[src/rtl/fetch_pkg.sv]
// Shared types and defaults for the instruction fetch stage.
// Holds the fetch FSM state enum and the default bus widths.
package fetch_pkg;
   localparam int ARQ_DEF    = 16;
   localparam int ADDR_W_DEF = 13;

   typedef enum logic [1:0] {
      BOOT  = 2'd0,
      REQ   = 2'd1,
      DRAIN = 2'd2,
      HOLD  = 2'd3
   } fetch_state_e;
endpackage

[src/rtl/fetch_stage_if.sv]
// Instruction memory bus: imem_req/imem_addr out, imem_rdata/imem_valid in.
// master = fetch side, slave = memory side.
interface fetch_stage_if
   import fetch_pkg::*;
#(
   parameter int ARQ    = ARQ_DEF,
   parameter int ADDR_W = ADDR_W_DEF
);
   logic              imem_req;
   logic [ADDR_W-1:0] imem_addr;
   logic [ARQ-1:0]    imem_rdata;
   logic              imem_valid;

   modport master (
      output imem_req, imem_addr,
      input  imem_rdata, imem_valid
   );
   modport slave (
      input  imem_req, imem_addr,
      output imem_rdata, imem_valid
   );
endinterface

[src/rtl/pc_reg.sv]
// Program counter: load (priority) or increment, wrapping mod 2^ADDR_W.
// Ports: clk, rst (async active-low), load_i/load_val_i, inc_i, pc_o, pc_inc_o.
module pc_reg
   import fetch_pkg::*;
#(
   parameter int                ADDR_W   = ADDR_W_DEF,
   parameter logic [ADDR_W-1:0] RESET_PC = '0
) (
   input  logic              clk,
   input  logic              rst,
   input  logic              load_i,
   input  logic [ADDR_W-1:0] load_val_i,
   input  logic              inc_i,
   output logic [ADDR_W-1:0] pc_o,
   output logic [ADDR_W-1:0] pc_inc_o
);
   logic [ADDR_W-1:0] pc_q;
   logic [ADDR_W-1:0] pc_d;

   assign pc_inc_o = pc_q + 1'b1;
   assign pc_o     = pc_q;

   always_comb begin
      pc_d = pc_q;
      if (load_i)
         pc_d = load_val_i;
      else if (inc_i)
         pc_d = pc_inc_o;
   end

   always_ff @(posedge clk or negedge rst) begin
      if (!rst)
         pc_q <= RESET_PC;
      else
         pc_q <= pc_d;
   end
endmodule

[src/rtl/fetch_stage.sv]
// Fetch stage: one outstanding imem request, skid buffer, IF/ID register.
// Ports: clk, rst, stall, jump_en/jump_addr, imem (master), instr/instr_pc/instr_valid.
module fetch_stage
   import fetch_pkg::*;
#(
   parameter int                ARQ      = ARQ_DEF,
   parameter int                ADDR_W   = ADDR_W_DEF,
   parameter logic [ADDR_W-1:0] RESET_PC = '0
) (
   input  logic              clk,
   input  logic              rst,
   input  logic              stall,
   input  logic              jump_en,
   input  logic [ADDR_W-1:0] jump_addr,
   fetch_stage_if.master     imem,
   output logic [ARQ-1:0]    instr,
   output logic [ADDR_W-1:0] instr_pc,
   output logic              instr_valid
);
   fetch_state_e      state_q;
   logic [ADDR_W-1:0] req_addr_q;
   logic [ARQ-1:0]    instr_q;
   logic [ADDR_W-1:0] instr_pc_q;
   logic              valid_q;
   logic [ARQ-1:0]    buf_data_q;
   logic [ADDR_W-1:0] buf_pc_q;

   logic              pc_load;
   logic              pc_inc;
   logic [ADDR_W-1:0] pc;
   logic [ADDR_W-1:0] pc_nxt;

   assign pc_load = jump_en && (state_q != BOOT);
   assign pc_inc  = ((state_q == REQ) && imem.imem_valid && !stall)
                 || ((state_q == HOLD) && !stall);

   pc_reg #(
      .ADDR_W   (ADDR_W),
      .RESET_PC (RESET_PC)
   ) u_pc (
      .clk        (clk),
      .rst        (rst),
      .load_i     (pc_load),
      .load_val_i (jump_addr),
      .inc_i      (pc_inc),
      .pc_o       (pc),
      .pc_inc_o   (pc_nxt)
   );

   assign imem.imem_req  = (state_q == REQ) || (state_q == DRAIN);
   assign imem.imem_addr = req_addr_q;
   assign instr          = instr_q;
   assign instr_pc       = instr_pc_q;
   assign instr_valid    = valid_q;

   always_ff @(posedge clk or negedge rst) begin
      if (!rst) begin
         state_q    <= BOOT;
         req_addr_q <= RESET_PC;
         instr_q    <= '0;
         instr_pc_q <= '0;
         valid_q    <= 1'b0;
         buf_data_q <= '0;
         buf_pc_q   <= '0;
      end else begin
         case (state_q)
            BOOT: begin
               state_q    <= REQ;
               req_addr_q <= RESET_PC;
            end
            REQ: begin
               if (jump_en) begin
                  valid_q <= 1'b0;
                  // data in flight can only be dropped once it lands
                  if (imem.imem_valid)
                     req_addr_q <= jump_addr;
                  else
                     state_q <= DRAIN;
               end else if (imem.imem_valid) begin
                  if (stall) begin
                     buf_data_q <= imem.imem_rdata;
                     buf_pc_q   <= req_addr_q;
                     state_q    <= HOLD;
                  end else begin
                     instr_q    <= imem.imem_rdata;
                     instr_pc_q <= req_addr_q;
                     valid_q    <= 1'b1;
                     req_addr_q <= pc_nxt;
                  end
               end
            end
            DRAIN: begin
               if (jump_en)
                  valid_q <= 1'b0;
               // a jump landing with the stale data wins over the old pc
               if (imem.imem_valid) begin
                  req_addr_q <= jump_en ? jump_addr : pc;
                  state_q    <= REQ;
               end
            end
            HOLD: begin
               if (jump_en) begin
                  valid_q    <= 1'b0;
                  buf_data_q <= '0;
                  buf_pc_q   <= '0;
                  req_addr_q <= jump_addr;
                  state_q    <= REQ;
               end else if (!stall) begin
                  instr_q    <= buf_data_q;
                  instr_pc_q <= buf_pc_q;
                  valid_q    <= 1'b1;
                  req_addr_q <= pc_nxt;
                  state_q    <= REQ;
               end
            end
         endcase
      end
   end
endmodule

[src/flat_wrapper.sv]
// flat-port wrapper written by rule: the top's interface ports become plain ports
module fetch_stage_flat import fetch_pkg::*;
#(
   parameter int                ARQ      = ARQ_DEF,
   parameter int                ADDR_W   = ADDR_W_DEF,
   parameter logic [ADDR_W-1:0] RESET_PC = '0
)
  (clk, rst, stall, jump_en, jump_addr, instr, instr_pc, instr_valid, imem_imem_req, imem_imem_addr, imem_imem_rdata, imem_imem_valid);
  fetch_stage_if #(.ARQ(ARQ), .ADDR_W(ADDR_W)) imem_i ();
  input  logic clk;
  input  logic rst;
  input  logic stall;
  input  logic jump_en;
  input  logic [ADDR_W-1:0] jump_addr;
  output logic [ARQ-1:0] instr;
  output logic [ADDR_W-1:0] instr_pc;
  output logic instr_valid;
  output wire logic [$bits(imem_i.imem_req)-1:0] imem_imem_req;
  output wire logic [$bits(imem_i.imem_addr)-1:0] imem_imem_addr;
  input wire logic [$bits(imem_i.imem_rdata)-1:0] imem_imem_rdata;
  input wire logic [$bits(imem_i.imem_valid)-1:0] imem_imem_valid;
  assign imem_imem_req = imem_i.imem_req;
  assign imem_imem_addr = imem_i.imem_addr;
  assign imem_i.imem_rdata = imem_imem_rdata;
  assign imem_i.imem_valid = imem_imem_valid;
  fetch_stage #(.ARQ(ARQ), .ADDR_W(ADDR_W), .RESET_PC(RESET_PC)) u_core (.clk(clk), .rst(rst), .stall(stall), .jump_en(jump_en), .jump_addr(jump_addr), .imem(imem_i), .instr(instr), .instr_pc(instr_pc), .instr_valid(instr_valid));
endmodule
[config.mk]
export PLATFORM = sky130hd
export DESIGN_NAME = fetch_stage_flat
export DESIGN_NICKNAME = d
export VERILOG_FILES = /design/src/rtl/fetch_pkg.sv /design/src/rtl/fetch_stage_if.sv /design/src/rtl/pc_reg.sv /design/src/rtl/fetch_stage.sv /design/src/flat_wrapper.sv
export SDC_FILE = /design/constraint.sdc
export NUM_CORES = 1
export LEC_CHECK = 0
export ABC_AREA = 1
export ABC_CLOCK_PERIOD_IN_PS = 1600
export BUFFER_PORTS_ARGS = -buffer_cell sky130_fd_sc_hd__buf_2
export CAP_MARGIN = 20
export CELL_PAD_IN_SITES_DETAIL_PLACEMENT = 1
export CELL_PAD_IN_SITES_GLOBAL_PLACEMENT = 1
export CORE_ASPECT_RATIO = 1.2
export CORE_MARGIN = 10
export CORE_UTILIZATION = 37
export DETAILED_ROUTE_END_ITERATION = 10
export PLACE_DENSITY_LB_ADDON = 0.1
export SYNTH_ARGS = -nofsm -noshare
export SYNTH_HDL_FRONTEND = slang
export SYNTH_SLANG_ARGS = --single-unit
export TNS_END_PERCENT = 100
[constraint.sdc]
create_clock -name clk -period 1.6 [get_ports clk]
set_input_delay 0 -clock clk [delete_from_list [all_inputs] [get_ports clk]]
set_output_delay 0 -clock clk [all_outputs]
set_load 0.03 [all_outputs]
**Word level (Yosys, flattened, before mapping)**

Cells that the tools add are included.

- Input bits: 34
- Output and inout bits: 44
- Register bits: 87
- Word-level logic and storage cells: 88

- Muxes and demuxes: 46
- Add/subtract/negate cells: 1
- Reductions and logical operators: 17
- Equal/unequal tests: 16

Operator list:

| operator | number |
|---|---|
| $mux W13 | 18 |
| $mux W16 | 9 |
| $pmux W16 S2 | 2 |
| $pmux W13 S2 | 2 |
| $pmux W13 S4 | 1 |
| $ne A2 B2 Y1 const B | 9 |
| $mux W2 | 7 |
| $add A13 B1 Y13 const B | 1 |
| $ne A3 B3 Y1 const B | 4 |
| $reduce_and A5 Y1 | 2 |
| $pmux W2 S4 | 1 |
| $reduce_and A6 Y1 | 1 |
| $reduce_bool A2 Y1 | 3 |
| $mux W1 | 5 |
| $eq A2 B2 Y1 const B | 2 |
| $logic_and A1 B1 Y1 | 4 |
| $pmux W1 S3 | 1 |
| $reduce_and A3 Y1 | 1 |
| $reduce_bool A3 Y1 | 1 |
| $eq A2 B1 Y1 const B | 1 |
| $logic_not A2 Y1 | 1 |
| $logic_or A1 B1 Y1 | 2 |
| $reduce_and A2 Y1 | 1 |
| $logic_not A1 Y1 | 1 |

**Longest topological paths before layout**

- Word-level depth: 6
- Gate-level depth with buffers: 12

**By module**

A second synthesis with hierarchy kept.

- Cell total of the unflattened synthesis: 730
- Area total of the unflattened synthesis: 5,024.8 um2

By module, submodules not included:

| module | cells each | area each (um2) | times used | sequential area each (um2) |
|---|---|---|---|---|
| fetch_stage | 608 | 4,145.2 | 1 | 1,851.8 |
| pc_reg | 122 | 879.6 | 1 | 325.3 |

**Worst setup path after synthesis**

Ideal clock, no wire load.

- Kind: register to register
- From: reg u_core.state_q[1]
- To: reg u_core.buf_pc_q[3]
- Required time: 1,478 ps
- Path slack: -86 ps
- Path buffers: 2
- Cell stages (with the launch flop): 9
- Period minus slack after synthesis: 1,686 ps
- Arrival time: 1,564 ps
- Cells stage by stage: dfrtp_1 -> inv_1 -> ha_1 -> inv_1 -> nor2_2 -> nor4_2 -> buf_4 -> buf_4 -> a21oi_1

- Cells in the longest elaborated chain, start to end: 3
- Elaborated cells between the ends (all ways): 9

Ends and longest elaborated chain:

| element | line | RTL |
|---|---|---|
| start, declared | fetch_stage.sv:20 | `fetch_state_e state_q;` |
| start signal, assigned | fetch_stage.sv:58 | `state_q <= BOOT;` |
| start signal, assigned | fetch_stage.sv:68 | `state_q <= REQ;` |
| start signal, assigned | fetch_stage.sv:78 | `state_q <= DRAIN;` |
| $eq A2 B1 Y1 / $eq A2 B2 Y1 (equally long branches) | fetch_stage.sv:66 | `case (state_q)` |
| $ne A2 B2 Y1 (no source line) / $reduce_bool A2 Y1 (equally long branches) | -- |  |
| $reduce_and A5 Y1 (no source line) | -- |  |
| end signal, assigned | fetch_stage.sv:82 | `buf_pc_q <= req_addr_q;` |
| end, declared | fetch_stage.sv:26 | `logic [ADDR_W-1:0] buf_pc_q;` |

Parallel ways exist; a longest one is shown, timed or not.
A chain may end at the register's enable or synchronous reset.

**Final worst setup path**

- From: reg u_core.state_q[1]
- To: reg u_core.instr_pc_q[12] (netlist: u_core.instr_pc[12])

- Cells in the longest elaborated chain, start to end: 3
- Elaborated cells between the ends (all ways): 10

Ends and longest elaborated chain:

| element | line | RTL |
|---|---|---|
| $eq A2 B2 Y1 / $eq A2 B1 Y1 (equally long branches) | fetch_stage.sv:66 |  |
| $ne A2 B2 Y1 (no source line) / $reduce_bool A2 Y1 (equally long branches) | -- |  |
| $reduce_and A6 Y1 (no source line) | -- |  |
| end signal, assigned | fetch_stage.sv:86 | `instr_pc_q <= req_addr_q;` |
| end signal, assigned | fetch_stage.sv:110 | `instr_pc_q <= buf_pc_q;` |
| end, declared | fetch_stage.sv:23 | `logic [ADDR_W-1:0] instr_pc_q;` |

Parallel ways exist; a longest one is shown, timed or not.

==> metrics.md <==
| Metric | Value |
|---|---|
| Drt wl/cell | `21.09 um` |
| Grt total ovfl | `0` |
| Syn Nets | `593` |
| Failing checks | `negative setup slack` |
| Worst path max stage delay | `440 ps` |
| First-pass GRT wire length | `around 26000 um` |
| Crit Path Class | `register to register` |
| Pwr Total | `roughly 16 mW` |
| Layout cells sized above 1 | `0.3846` |
| Clk slew on worst S/H paths | `roughly 70 ps` |
| Cells after Synth | `about 550` |
| Crit end category | `register` |
| Worst-skew pair later-pin latency | `350 ps` |
| Area of the multi-input gates | `2640 um2` |
| Avg Cell Area, Syn | `7.959 um2` |
| Number of diodes | `0` |
| Max-Cap Viols | `0` |
| Area share of the largest cell type after synthesis | `0.4938` |
| Finished Cell Area | `6859 um2` |
| Synth warnings | `0` |
| Register area share after synthesis | `0.4938` |
| # H-tree levels | `3` |
| Fin. max-slew vios | `0` |
| Fin crit period | `1778 ps` |
| Via Count | `4587` |
| Initial antenna violation count | `0` |
| Placer congestion estimate | `0.8584` |
| Worst min-delay path class | `input port to register` |
| Die span in y | `between 100 and 150 um` |
| Unrepaired setup endpoints after global routing | `yes` |
| Peak VDD IR | `0.7824 mV` |
| WP buf/inv | `3` |
| CP Data Arrival Time | `2020 ps` |
| Initial Utilization | `0.3794` |
| Final setup viols | `85` |
| Clock Sinks | `87` |
| Startpoint types | `register` |
| CP delay by family, top | `buffers and inverters` |
| Crit path max-delay cell type | `dfrtp_2` |
| Post-DP HPWL | `9548 um` |
| Min Hold Slack | `20.64 ps` |
| TritonCTS Buffers | `9` |
| Post-Syn Area | `roughly 4400 um2` |
| Nets | `736` |
| Crit-path cells | `inv_2, ha_4, nor2_4, nor4_4, buf_6, clkbuf_16, nand3_1, o21a_1` |
| Clk root buf | `clkbuf_16` |
| # DRC | `0` |
| Yosys top cell by area | `dfrtp_1` |
| Core area | `11620 um2` |
| I/O pin count | `78` |
| Pwr/cell area | `2394 nW/um2` |
| Worst slew margin | `0.6692` |
| Cells taking the most area after synthesis | `dfrtp_1 (49%), nand2_1 (16%), o21a_1 (4.9%)` |
| Clock skew | `just under 6 ps` |
| Synth cell types | `31` |
| Clock tree buffer depth | `2` |
| Routed vias/inst | `5.340` |
| Antenna-violating nets left | `0` |
| Fmax | `0.5625 GHz` |
| Final count of hold timing violations | `0` |
| Area delta synth->final | `55.56%` |
| Crit-path max FO | `7` |
| GRT Total Usage | `0.1957` |
| Flops & latches, synth | `87` |
| Worst Tran Pin Value | `496.2 ps` |
| First DRT Iteration DRCs | `between 200 and 250` |
| Drt pass-1 iters | `4` |
| Most frequent cells in the layout | `nand2_1 (172), dfrtp_1 (85), buf_2 (76), nor2_1 (36), o21a_1 (29)` |
| Area post-placement | `5190 um2` |
| Number of global-route vias before repair | `4954` |
| Pin count of the biggest net entering global routing | `33` |
| Final period utilization | `1.111` |
| Most common cell after layout, fill and taps aside | `nand2_1` |
| Reg area | `~2200 um2` |
| Worst Path Required | `1840 ps` |
| Total Die Area | `16700 um2` |
| Pleak | `slightly above 3 nW` |
| Final wirelength | `18110 um` |
| # fillers | `1343` |
| CTS tree | `done` |
| PnR worst setup slack | `-177.8 ps` |
| Row count | `43` |
| IO Port Bufs | `77` |
| Status | `finished with violations` |
| Die W | `119.7 um` |
cell type report:
class | count | share of cell area
Inverter | 22 | 0.01313
Sequential cell | 87 | 0.3178
Tap cell | 157 | 0.02864
Timing Repair Buffer | 161 | 0.2098
Clock inverter | 6 | 0.01094
Clock buffer | 10 | 0.03484
Multi-Input combinational cell | 416 | 0.3849
cell usage after synthesis, drive strengths merged:
cell       n
o2111ai    2
o211ai     3
xor2       3
buf       16
xnor2      1
o21a      29
nand2    190
inv       22
a31oi     10
o21ai     26
o221ai     2
nand3b     2
or2        2
nor2      56
nand4      2
a21boi     1
nand3     43
dfrtp     87
a21oi     34
clkbuf    13
nor4       2
o22ai      3
ha         5
layer usage:
| metal | part of all wire | vias up | global-route usage |
|---|---|---|---|
| li1 | - | 2116 | - |
| met1 | 0.39 | 2325 | 0.2113 |
| met2 | 0.55 | 106 | 0.3721 |
| met3 | 0.033 | 40 | 0.02792 |
| met4 | 0.028 | 0 | 0.07188 |
| met5 | 0 | - | 0 |
per-stage QoR:
stage	util	setup WS [ps]	setup TNS (ps)	std cells
after global placement	0.4466	-91.06	-3741	793
final	0.5902	-177.8	-9136	859
after CTS	0.5352	-129.9	-5676	850
after floorplan	-	-31.58	-923.5	554
after global routing	0.5902	-267.4	-15310	859
after detailed placement	0.4466	-152.5	-7883	793
state kept, by name, indices dropped and copies added (netlist names):
register,cells
u_core.imem.imem_addr,13
u_core.buf_data_q,16
u_core.buf_pc_q,13
u_core.instr_pc,13
u_core.u_pc.pc_o,13
u_core.state_q,2
u_core.instr,16
u_core.instr_valid,1
final timing paths:
| path | start | to | slack, ps | cells past startpoint |
|---|---|---|---|---|
| min in group asynchronous | rst | u_core.buf_data_q[11]$_DFFE_PN0P_ | 150 | 2 |
| max | u_core.state_q[1]$_DFFE_PN0P_ | u_core.instr_pc[12]$_DFFE_PN0P_ | -180 | 8 |
| min reg2reg | u_core.instr[6]$_DFFE_PN0P_ | u_core.instr[6]$_DFFE_PN0P_ | 490 | 1 |
| max reg2reg | u_core.state_q[1]$_DFFE_PN0P_ | u_core.instr_pc[12]$_DFFE_PN0P_ | -180 | 8 |
| max in group asynchronous | rst | u_core.instr_pc[9]$_DFFE_PN0P_ | 890 | 3 |
| min | jump_addr[0] | u_core.imem.imem_addr[0]$_DFFE_PN0P_ | 20 | 3 |
worst reg2reg max path, delay by kind of cell, from the launching register on:
family	cells	cell delay (ps)
simple gates	3	400
flops	1	440
compound gates	1	130
fa+ha+maj	1	170
buf+inv	3	530
kinds of logic (layout without fill, tap and decap cells):
| group | after synthesis | count (layout) | synth area share |
|---|---|---|---|
| simple gates | 297 | 297 | 0.2795 |
| fa+ha+maj | 5 | 5 | 0.01419 |
| compound gates | 110 | 110 | 0.1518 |
| buf+inv | 51 | 199 | 0.05278 |
| xor+xnor | 4 | 4 | 0.007947 |
| flops | 87 | 87 | 0.4938 |
where the power goes:
group	internal, mW	leakage, nW	switching, mW	total (mW)
registers	3.32	1.02	0.931	4.26
logic	3.95	1.88	5.94	9.89
clock network	1.28	0.152	0.991	2.27
repair_timing:
action,4_1_cts,5_1_grt
gates cloned,7,7
gates resized for setup,58,114
pin swaps,9,29
hold buffers,28,0
endpoints found under the setup margin,87,87
hold endpoints to repair,63,0
setup buffers,6,2
Note: power is estimated with default switching activity, not from simulation.
